## src/rtl/race_flow_if.sv

```systemverilog
// Handshake bundle between the game sequencer and the rest of the racer.
// Carries button events, player positions and the sequencer outputs.
interface race_flow_if #(
    parameter int MAX_POS     = 109,
    parameter int COUNT_STEPS = 3
);
    localparam int PW = $clog2(MAX_POS);
    localparam int CW = $clog2(COUNT_STEPS + 1);

    logic          start_pulse;
    logic          abort_pulse;
    logic [PW-1:0] green_cur_pos;
    logic [PW-1:0] red_cur_pos;
    logic [PW-1:0] blue_cur_pos;
    logic [PW-1:0] yellow_cur_pos;

    logic          is_in_menu;
    logic          race_active;
    logic [CW-1:0] countdown;
    logic          clear_pos;
    logic [3:0]    winner;
    logic          tie;
    logic [1:0]    state;

    modport master (
        output start_pulse, abort_pulse,
        output green_cur_pos, red_cur_pos,
        output blue_cur_pos, yellow_cur_pos,
        input  is_in_menu, race_active, countdown,
        input  clear_pos, winner, tie, state
    );

    modport slave (
        input  start_pulse, abort_pulse,
        input  green_cur_pos, red_cur_pos,
        input  blue_cur_pos, yellow_cur_pos,
        output is_in_menu, race_active, countdown,
        output clear_pos, winner, tie, state
    );
endinterface

```

## src/rtl/race_flow_controller.sv

```systemverilog
// LED racer game sequencer: MENU -> COUNTDOWN -> RACE -> FINISHED.
// Gates player movement, latches winners, pulses position clear.
module race_flow_controller #(
    parameter int MAX_POS        = 109,
    parameter int COUNT_STEPS    = 3,
    parameter int COUNT_TICKS    = 50000000,
    parameter int WIN_HOLD_TICKS = 250000000
) (
    input logic       clk,
    input logic       rst_n,
    race_flow_if.slave bus
);
    localparam int PW = $clog2(MAX_POS);
    localparam int CW = $clog2(COUNT_STEPS + 1);
    localparam int TW = $clog2(COUNT_TICKS);
    localparam int HW = $clog2(WIN_HOLD_TICKS);

    localparam logic [PW-1:0] FIN_POS  = PW'(MAX_POS - 1);
    localparam logic [TW-1:0] TICK_END = TW'(COUNT_TICKS - 1);
    localparam logic [HW-1:0] HOLD_END = HW'(WIN_HOLD_TICKS - 1);
    localparam logic [CW-1:0] CD_INIT  = CW'(COUNT_STEPS);
    localparam logic [CW-1:0] CD_ONE   = CW'(1);

    typedef enum logic [1:0] {
        MENU      = 2'd0,
        COUNTDOWN = 2'd1,
        RACE      = 2'd2,
        FINISHED  = 2'd3
    } state_e;

    state_e        state_q;
    logic [TW-1:0] tick_q;
    logic [HW-1:0] hold_q;
    logic [CW-1:0] countdown_q;
    logic          clear_q;
    logic [3:0]    winner_q;
    logic          tie_q;

    logic [3:0]    match_d;
    logic          multi_d;

    // Players sitting exactly on the last LED this cycle; no priority.
    always_comb begin
        match_d    = 4'b0000;
        match_d[0] = (bus.green_cur_pos  == FIN_POS);
        match_d[1] = (bus.red_cur_pos    == FIN_POS);
        match_d[2] = (bus.blue_cur_pos   == FIN_POS);
        match_d[3] = (bus.yellow_cur_pos == FIN_POS);
        multi_d    = |(match_d & (match_d - 4'd1));
    end

    // Game state machine; abort out of any non-menu state wins.
    always_ff @(posedge clk or negedge rst_n) begin
        if (!rst_n) begin
            state_q     <= MENU;
            tick_q      <= '0;
            hold_q      <= '0;
            countdown_q <= '0;
            clear_q     <= 1'b0;
            winner_q    <= 4'b0000;
            tie_q       <= 1'b0;
        end else begin
            clear_q <= 1'b0;
            if (bus.abort_pulse && state_q != MENU) begin
                state_q     <= MENU;
                tick_q      <= '0;
                hold_q      <= '0;
                countdown_q <= '0;
                winner_q    <= 4'b0000;
                tie_q       <= 1'b0;
            end else begin
                unique case (state_q)
                    MENU: begin
                        if (bus.start_pulse) begin
                            state_q     <= COUNTDOWN;
                            countdown_q <= CD_INIT;
                            tick_q      <= '0;
                            winner_q    <= 4'b0000;
                            tie_q       <= 1'b0;
                            clear_q     <= 1'b1;
                        end
                    end
                    COUNTDOWN: begin
                        if (tick_q == TICK_END) begin
                            tick_q <= '0;
                            if (countdown_q > CD_ONE) begin
                                countdown_q <= countdown_q - CD_ONE;
                            end else begin
                                countdown_q <= '0;
                                state_q     <= RACE;
                            end
                        end else begin
                            tick_q <= tick_q + TW'(1);
                        end
                    end
                    RACE: begin
                        if (|match_d) begin
                            state_q  <= FINISHED;
                            winner_q <= match_d;
                            tie_q    <= multi_d;
                            hold_q   <= '0;
                        end
                    end
                    FINISHED: begin
                        if (bus.start_pulse || hold_q == HOLD_END) begin
                            state_q  <= MENU;
                            hold_q   <= '0;
                            winner_q <= 4'b0000;
                            tie_q    <= 1'b0;
                        end else begin
                            hold_q <= hold_q + HW'(1);
                        end
                    end
                    default: state_q <= MENU;
                endcase
            end
        end
    end

    assign bus.is_in_menu  = (state_q == MENU);
    assign bus.race_active = (state_q == RACE);
    assign bus.countdown   = countdown_q;
    assign bus.clear_pos   = clear_q;
    assign bus.winner      = winner_q;
    assign bus.tie         = tie_q;
    assign bus.state       = state_q;
endmodule

```

## src/flat_wrapper.sv

```systemverilog
// flat-port wrapper written by rule: the top's interface ports become plain ports
module race_flow_controller_flat 
#(
    parameter int MAX_POS        = 109,
    parameter int COUNT_STEPS    = 3,
    parameter int COUNT_TICKS    = 50000000,
    parameter int WIN_HOLD_TICKS = 250000000
)
  (clk, rst_n, bus_start_pulse, bus_abort_pulse, bus_green_cur_pos, bus_red_cur_pos, bus_blue_cur_pos, bus_yellow_cur_pos, bus_is_in_menu, bus_race_active, bus_countdown, bus_clear_pos, bus_winner, bus_tie, bus_state);
  race_flow_if #(.MAX_POS(MAX_POS), .COUNT_STEPS(COUNT_STEPS)) bus_i ();
  input logic clk;
  input logic rst_n;
  input wire logic [$bits(bus_i.start_pulse)-1:0] bus_start_pulse;
  input wire logic [$bits(bus_i.abort_pulse)-1:0] bus_abort_pulse;
  input wire logic [$bits(bus_i.green_cur_pos)-1:0] bus_green_cur_pos;
  input wire logic [$bits(bus_i.red_cur_pos)-1:0] bus_red_cur_pos;
  input wire logic [$bits(bus_i.blue_cur_pos)-1:0] bus_blue_cur_pos;
  input wire logic [$bits(bus_i.yellow_cur_pos)-1:0] bus_yellow_cur_pos;
  output wire logic [$bits(bus_i.is_in_menu)-1:0] bus_is_in_menu;
  output wire logic [$bits(bus_i.race_active)-1:0] bus_race_active;
  output wire logic [$bits(bus_i.countdown)-1:0] bus_countdown;
  output wire logic [$bits(bus_i.clear_pos)-1:0] bus_clear_pos;
  output wire logic [$bits(bus_i.winner)-1:0] bus_winner;
  output wire logic [$bits(bus_i.tie)-1:0] bus_tie;
  output wire logic [$bits(bus_i.state)-1:0] bus_state;
  assign bus_i.start_pulse = bus_start_pulse;
  assign bus_i.abort_pulse = bus_abort_pulse;
  assign bus_i.green_cur_pos = bus_green_cur_pos;
  assign bus_i.red_cur_pos = bus_red_cur_pos;
  assign bus_i.blue_cur_pos = bus_blue_cur_pos;
  assign bus_i.yellow_cur_pos = bus_yellow_cur_pos;
  assign bus_is_in_menu = bus_i.is_in_menu;
  assign bus_race_active = bus_i.race_active;
  assign bus_countdown = bus_i.countdown;
  assign bus_clear_pos = bus_i.clear_pos;
  assign bus_winner = bus_i.winner;
  assign bus_tie = bus_i.tie;
  assign bus_state = bus_i.state;
  race_flow_controller #(.MAX_POS(MAX_POS), .COUNT_STEPS(COUNT_STEPS), .COUNT_TICKS(COUNT_TICKS), .WIN_HOLD_TICKS(WIN_HOLD_TICKS)) u_core (.clk(clk), .rst_n(rst_n), .bus(bus_i));
endmodule
```

## config.mk

```make
export PLATFORM = sky130hd
export DESIGN_NAME = race_flow_controller_flat
export DESIGN_NICKNAME = d
export VERILOG_FILES = /design/src/rtl/race_flow_if.sv /design/src/rtl/race_flow_controller.sv /design/src/flat_wrapper.sv
export SDC_FILE = /design/constraint.sdc
export NUM_CORES = 1
export LEC_CHECK = 0
export BUFFER_PORTS_ARGS = -buffer_cell sky130_fd_sc_hd__buf_2
export CORE_ASPECT_RATIO = 0.9
export CORE_MARGIN = 1
export CORE_UTILIZATION = 35
export DETAILED_ROUTE_END_ITERATION = 10
export PLACE_DENSITY = 0.55
export SYNTH_ARGS = -nofsm -noshare
export SYNTH_HDL_FRONTEND = slang
export SYNTH_SLANG_ARGS = --single-unit
```

## constraint.sdc

```tcl
create_clock -name clk -period 2.54 [get_ports clk]
set_input_delay 0.254 -clock clk [delete_from_list [all_inputs] [get_ports clk]]
set_output_delay 0.254 -clock clk [all_outputs]
set_load 0.02 [all_outputs]
```

==> results.txt, run 1 <==
----------------------------------------------------
[Logic synthesis]
  Cell types with the largest area share after synthesis ... dfrtp_1, xor2_1, nor2_1
  Area leader, netlist ... dfrtp_1
  Synth cell types ... slightly above 50
  Cells after synthesis ... a little under 400
  Post-synth top cells ... dfrtp_1, nor2_1, nand2_1
  Number of flops mapped to enable cells by yosys ... 0
  Portion of synthesized cell area occupied by the leading cell type ... 44.48%
  Flip-flop and latch count after synthesis ... 64
  Post-Synthesis Net Count ... ~430
  Sequential-to-total area share from yosys stat ... 44.48%
  Number of warnings printed during yosys synthesis ... 0
  Avg Inst Size Synth ... just over 9 sq um
  Area of the mapped netlist ... roughly 0.0036 sq mm
  Most frequently used cell type in the post-synthesis netlist ... dfrtp_1
  Async set-reset flop share out of synthesis ... 100.0%
  Prevailing post-synth register cell ... dfrtp_1

[Clock network]
  Clock transition at the register clock pins on the worst setup and hold paths after CTS ... roughly 0.050 ns
  Post-cts resize count ... 0
  Clock sink count ... 64
  Worst-Skew Late Latency ... approximately 0.34 ns
  Clock tree from TritonCTS ... yes
  Hold bufs inserted after CTS ... 1
  Maximum clock path buffer count ... 2
  Post-CTS setup repair buffer count ... 0
  Depth of the CTS H-tree ... 3
  Total clock buffers created by CTS ... 9
  Cell chosen for the clock root ... clkbuf_16

[Cells and area]
  Count of antenna diodes in the layout ... 0
  P&R area growth vs syn ... 22.55%
  Share of layout cells above drive strength 1 ... 20.35%
  # nets final ... 490

[Placed design]
  Port bufs ... 43
  Placed wire-length estimate after detailed placement ... between 5 and 6 mm
  Placer Congestion ... between 0.7 and 0.8
  Pre-CTS setup slack ... around 0.21 ns

[Worst setup path]
  Critical Path Max Stage Delay ... 0.41 ns
  Maximum fanout encountered on the critical timing path ... 7
  Worst Setup Start Kind ... flip-flop
  Worst setup EP type ... flip-flop
  Required time at the worst-slack endpoint ... 2.75 ns
  Type of the worst setup path ... reg -> reg
  Number of buffers and inverters on the critical path ... 1
  Crit-path cells ... ha_1 > nand3_4 > or3_4 > o31ai_4 > inv_4 > nor3_4 > mux2_2
  Cell type group with the largest total delay on the critical path ... simple AND/OR/NAND/NOR gates
  Arrival time of the worst setup path ... roughly 2.6 ns
  CP max stage cell ... or3_4

[Timing]
  Setup violations, final ... 0
  Fin Clk Skew ... ~0.0060 ns
  Transition time at the pin with the least slew margin ... roughly 0.62 ns
  Hold violation total from the final report ... 0
  Max-slew headroom ... slightly below 60%
  Achievable frequency ... approximately 0.43 GHz
  RSZ-0062 raised after global routing ... false
  Slew Limit Fails ... 0
  Time the final worst path needs with I/O delays and setup ... between 2 and 2.5 ns
  Final clock period utilization by the worst path ... between 90 and 100%
  Summed negative setup slack over all endpoints ... 0 ns
  Worst Setup Slack, final ... 0.2018 ns

[Global routing]
  Maximum number of pins on one net before global-route repair ... 42
  First-pass GRT wire length ... 14.35 mm
  Number of global-route vias before repair ... 2964
  Initial antenna violation count ... 0
  Grt ovf ... 0
  Overall Global Routing Usage ... between 10% and 20%

[Floorplanning]
  Cell Rows ... 34
  Num ports ... between 40 and 50
  Floorplan die width ... 108.9 um
  Starting density of the core ... 36.64%
  Core region area ... around 0.0098 sq mm
  Die Area ... ~0.011 sq mm
  Vertical die dimension ... between 90 and 100 um

[Route]
  Number of DRC violations after detailed routing ... 0
  Vias per std cell ... 5.209
  Routed vias ... ~3000
  Count of antenna-violating nets left after detailed routing ... 0
  Routed wirelength normalized by instance count ... 14.31 um
  First drt pass iteration count ... 4
  Routed Wire Length ... 8.340 mm
  First-iteration detailed-routing DRC count ... 184

[Power]
  Maximum resistive drop on vdd ... approximately 0.53 mV
  Power Dens Cells ... about 800 mW/mm^2
  Leakage component of the power ... between 1.5 and 2 nW

[Outcome]
  Status ... finished clean

[Run]
  Number of maximum-capacitance constraint violations ... 0

[Worst hold path]
  Hold/Removal Path Class ... in -> reg

----------------------------------------------------
[stage by stage]
step	hold slack, ns	power, mW	cell area [sq um]	util [%]	std cells
2_1_floorplan	-0.04159	1.835	3601	-	390
3_3_place_gp	0.2867	2.207	4080	41.52	566
3_5_place_dp	0.2948	2.226	4080	41.52	566
6_report	0.1721	3.532	4413	44.91	583
5_1_grt	0.1839	3.761	4413	44.91	583
4_1_cts	0.1598	3.590	4413	44.91	583
[kinds of logic after synthesis]
logic type      share of synthesized area [%]
compound gates                          12.72
simple gates                            28.15
fa+ha+maj                               2.363
xor+xnor                                6.810
flops                                   44.48
mux                                     3.336
buf+inv                                 2.154
[where the power goes]
group / total [mW] / switching, mW / internal [mW]
registers: 1.13 / 0.0521 / 1.08
logic: 1.07 / 0.682 / 0.388
clock network: 1.33 / 0.450 / 0.884
[final timing paths]
kind,start,endpoint,slack (ns),depth (start not counted)
hold / removal,bus_start_pulse,u_core.bus.clear_pos,0.17,2
setup reg to reg,u_core.hold_q[0],u_core.bus.winner[0],0.20,7
min in group asynchronous,rst_n,u_core.tick_q[2],0.46,2
hold reg to reg,u_core.hold_q[13],u_core.hold_q[13],0.48,1
max in group asynchronous,rst_n,u_core.hold_q[0],1.44,3
setup / recovery,u_core.hold_q[0],u_core.bus.winner[0],0.20,7
[cells in the final DEF (no fill, tap or decap), drive strengths merged, types with 7 or more instances in the layout]
cell type / n
a21oi: 13
and2: 7
and3: 10
buf: 62
clkbuf: 11
dfrtp: 64
inv: 7
mux2: 8
nand2: 38
nand2b: 7
nand3: 27
nand4: 11
nor2: 55
o21ai: 27
o31ai: 11
xor2: 26
[cell type report]
| type | instances | area (sq um) |
|---|---|---|
| Clock buffer | 11 | 242.7 |
| Clock inverter | 5 | 80.08 |
| Fill cell | 959 | 5414 |
| Inverter | 7 | 28.78 |
| Multi-Input combinational cell | 307 | 1922 |
| Sequential cell | 64 | 1602 |
| Tap cell | 126 | 157.7 |
| Timing Repair Buffer | 63 | 380.4 |
[state kept, by name, indices dropped and copies added, names as in the netlist]
register / cells
u_core.bus.winner: 4
u_core.bus.clear_pos: 1
u_core.bus.countdown: 2
u_core.bus.state: 2
u_core.bus.tie: 1
u_core.tick_q: 26
u_core.hold_q: 28
[per-layer routing]
metal	global-route usage (%)	part of all wire [%]
met4	4.470	0.38
met3	6.208	2.4
met1	23.64	50
met2	26.12	47
met5	0	0
No activity file was read; power rests on OpenSTA's default activity.
==> inputs of run 2 (changes only) <==
--- a/config.mk
+++ b/config.mk
@@ -7,9 +7,11 @@
 export LEC_CHECK = 0
 export BUFFER_PORTS_ARGS = -buffer_cell sky130_fd_sc_hd__buf_2
+export CELL_PAD_IN_SITES_DETAIL_PLACEMENT = 0
+export CELL_PAD_IN_SITES_GLOBAL_PLACEMENT = 1
 export CORE_ASPECT_RATIO = 0.9
 export CORE_MARGIN = 1
 export CORE_UTILIZATION = 35
 export DETAILED_ROUTE_END_ITERATION = 10
-export PLACE_DENSITY = 0.55
+export PLACE_DENSITY = 0.67
 export SYNTH_ARGS = -nofsm -noshare
 export SYNTH_HDL_FRONTEND = slang
==> constraint.sdc (replaced) <==
create_clock -name clk -period 3 [get_ports clk]
set_input_delay 0.15 -clock clk [delete_from_list [all_inputs] [get_ports clk]]
set_output_delay 0.15 -clock clk [all_outputs]
set_load 0.02 [all_outputs]
==> run 2 against run 1 <==
Via count decreased by 0.43%. Non-clock buffer count decreased by 7. Critical path depth increased by 1.
==> results.txt, run 2 (synthesis gave the netlist of run 1 again) <==
----------------------------------------------------
[Outcome]
  Status ... finished clean

[Placed design]
  Port bufs ... 43 (unchanged)
  Total cell area at the placement stage ... 0.004015 sq mm (-1.6%)
  Placer Congestion ... 0.7922 (+2.2%)
  Placed wire-length estimate after detailed placement ... 6.080 mm (+2.3%)
  Pre-CTS setup slack ... 0.4603 ns (+0.2499 ns)
  Placed cell count ... 559 (-1.2%)

[Cells and area]
  P&R area growth vs syn ... 20.67%
  # nets final ... 483 (-1.4%)
  Fill cell count ... 942 (-1.8%)
  Final std cell area, no fill ... 0.004345 sq mm (-1.5%)
  Reg with most FFs ... u_core.hold_q
  Count of antenna diodes in the layout ... 0 (unchanged)
  Max reg flops ... 28 (unchanged)
  Number of standard cells in the final layout excluding fillers ... 576 (-1.2%)
  Commonest cells after routing, fill and taps aside ... dfrtp_1, nor2_1, buf_2
  Most common library cell in the layout ignoring fill and taps ... dfrtp_1
  Share of layout cells above drive strength 1 ... 19.11% (-1.2 points)
  Final Util ... 44.22% (-0.69 points)

[Floorplanning]
  Vertical die dimension ... 98.23 um (unchanged)
  Cell Rows ... 34 (unchanged)
  Core region area ... 0.009827 sq mm (unchanged)
  Num ports ... 44 (unchanged)
  Floorplan die width ... 108.9 um (unchanged)
  Starting density of the core ... 36.64% (unchanged)
  Die Area ... 0.01070 sq mm (unchanged)

[Timing]
  Worst Setup Slack, final ... 0.5003 ns (+0.2985 ns)
  Fin Clk Skew ... 0.008754 ns (+0.002743 ns)
  Achievable frequency ... 0.4001 GHz (-6.5%)
  Final clock period utilization by the worst path ... 83.32% (-8.7 points)
  Time the final worst path needs with I/O delays and setup ... 2.500 ns (+0.1615 ns)
  Transition time at the pin with the least slew margin ... 0.7450 ns (+0.1234 ns)
  Hold violation total from the final report ... 0 (unchanged)
  Slew Limit Fails ... 0 (unchanged)
  RSZ-0062 raised after global routing ... false
  Summed negative setup slack over all endpoints ... 0 ns (unchanged)
  Max-slew headroom ... 50.33% (-7.7 points)
  Setup violations, final ... 0 (unchanged)
  Worst hold slack across all endpoints ... 0.06905 ns (-0.1031 ns)

[Global routing]
  Number of global-route vias before repair ... 3031 (+2.3%)
  Initial antenna violation count ... 0 (unchanged)
  Grt ovf ... 0 (unchanged)
  Maximum number of pins on one net before global-route repair ... 33 (-21%)
  Overall Global Routing Usage ... 17.44% (+0.046 points)
  First-pass GRT wire length ... 14.78 mm (+3.0%)

[Route]
  Highest metal layer with signal wires ... met4
  First drt pass iteration count ... 4 (unchanged)
  Met2 Wirelength ... 3.810 mm (-2.5%)
  Count of antenna-violating nets left after detailed routing ... 0 (unchanged)
  WL met1 ... 4.247 mm (+1.1%)
  Vias per std cell ... 5.250 (+0.78%)
  Routed vias ... 3024 (-0.43%)
  Number of DRC violations after detailed routing ... 0 (unchanged)
  Routed Wire Length ... 8.460 mm (+1.4%)
  Wire length on met3 ... 290 um (+46%)
  Routed wirelength normalized by instance count ... 14.69 um (+2.7%)
  First-iteration detailed-routing DRC count ... 157 (-15%)

[Clock network]
  Post-cts resize count ... 0 (unchanged)
  Maximum clock path buffer count ... 2 (unchanged)
  Depth of the CTS H-tree ... 3 (unchanged)
  Clock tree from TritonCTS ... yes
  Clock transition at the register clock pins on the worst setup and hold paths after CTS ... 0.06 ns (about the same)
  Worst-Skew Late Latency ... 0.33 ns (about the same)
  Cell chosen for the clock root ... clkbuf_16
  Total clock buffers created by CTS ... 9 (unchanged)
  Clock sink count ... 64 (unchanged)

[Power]
  Power after layout ... 2.949 mW (-16%)
  Power Dens Cells ... 678.7 mW/mm^2 (-15%)
  Maximum resistive drop on vdd ... 0.4001 mV (-24%)
  Leakage component of the power ... 1.917 nW (-2.3%)

[Worst setup path]
  Maximum fanout encountered on the critical timing path ... 11 (+4)
  Type of the worst setup path ... reg -> reg
  Arrival time of the worst setup path ... 2.71 ns (+0.16 ns)
  Worst Setup Start Kind ... flip-flop
  Required time at the worst-slack endpoint ... 3.21 ns (+0.46 ns)
  Cell depth of the worst flop-to-flop path ... 8 (+1)
  Worst setup EP type ... flip-flop

[Worst hold path]
  Hold/Removal Path Class ... in -> reg
  Cells on Worst Hold Path ... 2 (unchanged)

[Run]
  Number of maximum-capacitance constraint violations ... 0 (unchanged)

----------------------------------------------------
[run 2: cell types whose count changed in the layout (fill, tap and decap cells not counted)]
cell        previous run  this run
clkinvlp_4             2         3
clkbuf_8               1         0
clkinv_2               1         0
buf_12                 1         0
inv_6                  0         1
buf_4                 18        12
[run 2: repair_timing]
action / 4_1_cts / 5_1_grt
hold endpoints to repair: 30 / 0
hold buffers: 1 / 0
setup buffers: 0 / 0
[run 2: worst max-delay path, stage by stage (launching register included)]
cell	delay, ns
dfrtp_1	0.41
inv_1	0.12
ha_1	0.28
nor2b_1	0.11
nor3b_1	0.40
o31ai_4	0.16
inv_4	0.13
nand3_1	0.37
o41ai_1	0.41
[run 2: worst paths after layout]
path | start | to | slack [ns]
worst max-delay path | u_core.bus.state[0] | u_core.hold_q[8] | 0.50
worst min-delay path | bus_start_pulse | u_core.bus.clear_pos | 0.07
worst max register to register | u_core.bus.state[0] | u_core.hold_q[8] | 0.50
worst min register to register | u_core.hold_q[13] | u_core.hold_q[13] | 0.49
max in group asynchronous | rst_n | u_core.hold_q[18] | 1.81
min in group asynchronous | rst_n | u_core.tick_q[5] | 0.42
[run 2: power breakdown]
part / total (mW) / internal, mW / leakage [nW] / switching [mW]
Combinational: 0.873 / 0.293 / 0.888 / 0.580
Clock: 1.12 / 0.730 / 0.145 / 0.394
Sequential: 0.953 / 0.910 / 0.884 / 0.0425
[run 2: area by class of cell]
type                            count  area, sq um  share of cell area (%)
Clock buffer                       10        229.0                   5.269
Clock inverter                      6        91.34                   2.102
Inverter                            7        28.78                  0.6623
Multi-Input combinational cell    307         1922                   44.23
Sequential cell                    64         1602                   36.86
Tap cell                          126        157.7                   3.628
Timing Repair Buffer               56        315.3                   7.256
[run 2: metal layers]
metal  up-vias  GRT usage, %
li1       1507             -
met1      1451         23.71
met2        56         27.04
met3        10         4.473
met4         0         5.301
met5         -             0
==> inputs of run 3 (changes only) <==
- ABC_AREA: unset -> 1
- PLACE_DENSITY: 0.67 -> 0.73
- clock period: 3 -> 2.1 ns (I/O delays scaled with it)
==> run 3 against run 2 <==
Hold slack lost 0.0060 ns. Power grew 72%. Worst setup slack lost 0.33 ns. Global-route usage grew 1.2 points. Synthesized cell count grew 72%. Critical endpoint is now u_core.bus.state[0]. Highest routed layer unchanged.
==> results.txt, run 3 <==
----------------------------------------------------
[Logic synthesis]
  Post-synthesis compound-gate area fraction ... 5.064% (-7.7 points)
  XOR/XNOR share of the synthesized area ... 2.390% (-4.4 points)
  Most frequently used cell type in the post-synthesis netlist ... nand2_1
  Post-Synthesis Net Count ... 709 (+66%)
  Cells after synthesis ... 671 (+72%)
  Synth cell types ... 32 (-37%)
  Area leader, netlist ... dfrtp_1
  Sequential-to-total area share from yosys stat ... 36.42% (-8.1 points)
  Combinational family with the most area after synthesis ... simple AND/OR/NAND/NOR gates
  Avg Inst Size Synth ... 6.554 sq um (-29%)
  Multiplexer share of the synthesized area ... 0.2276% (-3.1 points)
  Post-synth top cells ... nand2_1, nor2_1, inv_1
  Cell types with the largest area share after synthesis ... dfrtp_1, nand2_1, nor2_1
  Portion of synthesized cell area occupied by the leading cell type ... 36.42% (-8.1 points)
  Area of the mapped netlist ... 0.004398 sq mm (+22%)
  Prevailing post-synth register cell ... dfrtp_1
  Area fraction in and, or, nand and nor cells after synthesis ... 43.36% (+15 points)
  Number of flops mapped to enable cells by yosys ... 0 (unchanged)
  Flip-flop and latch count after synthesis ... 64 (unchanged)
  Async set-reset flop share out of synthesis ... 100.0% (unchanged)
  Number of warnings printed during yosys synthesis ... 0 (unchanged)
  Adder-cell share of the synthesized area ... 1.707% (-0.66 points)

[Power]
  Power Dens Cells ... 968.4 mW/mm^2 (+43%)
  Power after layout ... 5.082 mW (+72%)
  Leakage component of the power ... 2.439 nW (+27%)
  Maximum resistive drop on vdd ... 0.6742 mV (+69%)

[Worst setup path]
  Maximum fanout encountered on the critical timing path ... 6 (-5)
  CP Launch Point ... u_core.bus.state[1]
  Worst setup EP type ... flip-flop
  Register-to-register setup slack ... 0.17 ns (-0.33 ns)
  Arrival time of the worst setup path ... 2.15 ns (-0.56 ns)
  Worst Setup Start Kind ... flip-flop
  Destination of the worst register-to-register timing path ... u_core.bus.state[0]
  Type of the worst setup path ... reg -> reg
  Cell depth of the worst flop-to-flop path ... 10 (+2)
  Required time at the worst-slack endpoint ... 2.33 ns (-0.88 ns)
  Source of the worst register-to-register timing path ... u_core.bus.state[1]

[Global routing]
  Number of global-route vias before repair ... 4095 (+35%)
  Overall Global Routing Usage ... 18.65% (+1.2 points)
  First-pass GRT wire length ... 19.15 mm (+30%)
  Maximum number of pins on one net before global-route repair ... 42 (+27%)
  Initial antenna violation count ... 0 (unchanged)
  Grt ovf ... 0 (unchanged)

[Route]
  Vias per std cell ... 4.769 (-9.2%)
  Routed Wire Length ... 10.97 mm (+30%)
  Count of antenna-violating nets left after detailed routing ... 0 (unchanged)
  Routed wirelength normalized by instance count ... 12.31 um (-16%)
  First drt pass iteration count ... 5 (+1)
  Routed vias ... 4249 (+41%)
  Number of DRC violations after detailed routing ... 0 (unchanged)
  First-iteration detailed-routing DRC count ... 286 (+82%)

[Worst hold path]
  HP Start ... bus_red_cur_pos[4]
  Hold/Removal Path Class ... in -> reg
  Cells on Worst Hold Path ... 4 (+2)
  End point of the worst hold path ... u_core.bus.winner[1]

[Timing]
  Transition time at the pin with the least slew margin ... 0.5952 ns (-0.1498 ns)
  Summed negative setup slack over all endpoints ... 0 ns (unchanged)
  Slew Limit Fails ... 0 (unchanged)
  Max-slew headroom ... 60.32% (+10 points)
  RSZ-0062 raised after global routing ... false
  Time the final worst path needs with I/O delays and setup ... 1.926 ns (-0.5741 ns)
  Achievable frequency ... 0.5193 GHz (+30%)
  Hold violation total from the final report ... 0 (unchanged)
  Setup violations, final ... 0 (unchanged)
  Fin Clk Skew ... 0.008602 ns (-0.0001523 ns)
  Final clock period utilization by the worst path ... 91.69% (+8.4 points)

[Clock network]
  Clock tree from TritonCTS ... yes
  Clock sink count ... 64 (unchanged)
  Total clock buffers created by CTS ... 9 (unchanged)
  Worst-Skew Late Latency ... 0.34 ns (about the same)
  Cell chosen for the clock root ... clkbuf_16
  Depth of the CTS H-tree ... 3 (unchanged)
  Clock transition at the register clock pins on the worst setup and hold paths after CTS ... 0.06 ns (about the same)
  Maximum clock path buffer count ... 2 (unchanged)

[Floorplanning]
  Floorplan die width ... 120.2 um (+10%)
  Die Area ... 0.01302 sq mm (+22%)
  Vertical die dimension ... 108.3 um (+10%)
  Starting density of the core ... 36.13% (-0.51 points)
  Num ports ... 44 (unchanged)
  Cell Rows ... 38 (+12%)
  Core region area ... 0.01217 sq mm (+24%)

[Cells and area]
  Share of layout cells above drive strength 1 ... 13.82% (-5.3 points)
  Commonest cells after routing, fill and taps aside ... nand2_1, nor2_1, inv_1
  Reg with most FFs ... u_core.hold_q
  Reg area ... 0.001603 sq mm (about the same)
  Count of antenna diodes in the layout ... 0 (unchanged)
  Final std cell area, no fill ... 0.005248 sq mm (+21%)
  Combined area of the multi-input logic cells ... 0.002352 sq mm (+22%)
  Most common library cell in the layout ignoring fill and taps ... nand2_1
  Max reg flops ... 28 (unchanged)
  Fill cell count ... 1307 (+39%)
  Final Util ... 43.11% (-1.1 points)
  P&R area growth vs syn ... 19.32%
  # nets final ... 764 (+58%)

[Outcome]
  Status ... finished clean

[Placed design]
  Total cell area at the placement stage ... 0.004821 sq mm (+20%)
  Port bufs ... 43 (unchanged)
  Placer Congestion ... 0.8837 (+12%)
  Placed wire-length estimate after detailed placement ... 8.273 mm (+36%)

[Run]
  Number of maximum-capacitance constraint violations ... 0 (unchanged)

----------------------------------------------------
-- run 3: routing by layer --
layer	global-route usage, %	up-vias	wire, um
met5	0	-	0
met4	5.982	0	101
met3	4.430	12	453
met2	29.60	71	4968
met1	24.99	1959	5446
li1	-	2207	-
-- run 3: final cells by class --
| class | instances | share of cell area, % |
|---|---|---|
| inverters | 105 | 7.558 |
| flip-flops and latches | 64 | 30.54 |
| clock buffers | 9 | 4.292 |
| clock inverters | 7 | 2.384 |
| well taps | 160 | 3.815 |
| repair buffers | 55 | 6.581 |
| multi-input cells | 491 | 44.83 |
-- run 3: through the flow --
stage / std cells / hold WS, ns / setup slack, ns
after global placement: 869 / 0.1386 / 0.1549
after floorplan: 671 / -0.1906 / 0.1243
after CTS: 886 / 0.05433 / 0.04864
final: 891 / 0.06310 / 0.1744
after global routing: 891 / 0.08780 / 0.008897
after detailed placement: 869 / 0.1474 / 0.06029
-- run 3: repair_timing --
item	CTS	global route
hold buffers	1	0
endpoints found under the setup margin	0	26
gates resized for setup	0	9
endpoints found under the hold margin	23	0
buffers inserted	0	4
-- run 3: critical path, stage by stage (launching register included) --
cell and delay (ns):
dfrtp_1 0.45, inv_2 0.10, ha_1 0.26, nor2_4 0.09, buf_4 0.14, nor3_2 0.28, nand2_4 0.15, nand3_1 0.14
inv_1 0.07, nand3_1 0.08, nand2_1 0.06
-- run 3: how the worst max path moves through the flow --
stage / end / slack (ns)
3_5_place_dp: u_core.hold_q[22] / 0.06
5_1_grt: u_core.hold_q[25] / 0.009
4_1_cts: u_core.hold_q[25] / 0.05
2_1_floorplan: u_core.hold_q[3] / 0.12
3_3_place_gp: u_core.hold_q[7] / 0.15
6_report: u_core.bus.state[0] / 0.17
-- run 3: cells by family (layout without fill, tap and decap cells) --
logic type | count (synthesis) | count (layout)
AOI/OAI and AO/OA | 41 | 41
xor gates and xnor gates | 12 | 12
adders and majority gates | 6 | 6
buffers and inverters | 117 | 176
DFF | 64 | 64
muxes | 1 | 1
and+or+nand+nor | 430 | 431
-- run 3: power breakdown --
group | switching (mW) | internal, mW
combinational | 1.29 | 0.640
sequential | 0.0660 | 1.30
clock | 0.611 | 1.17
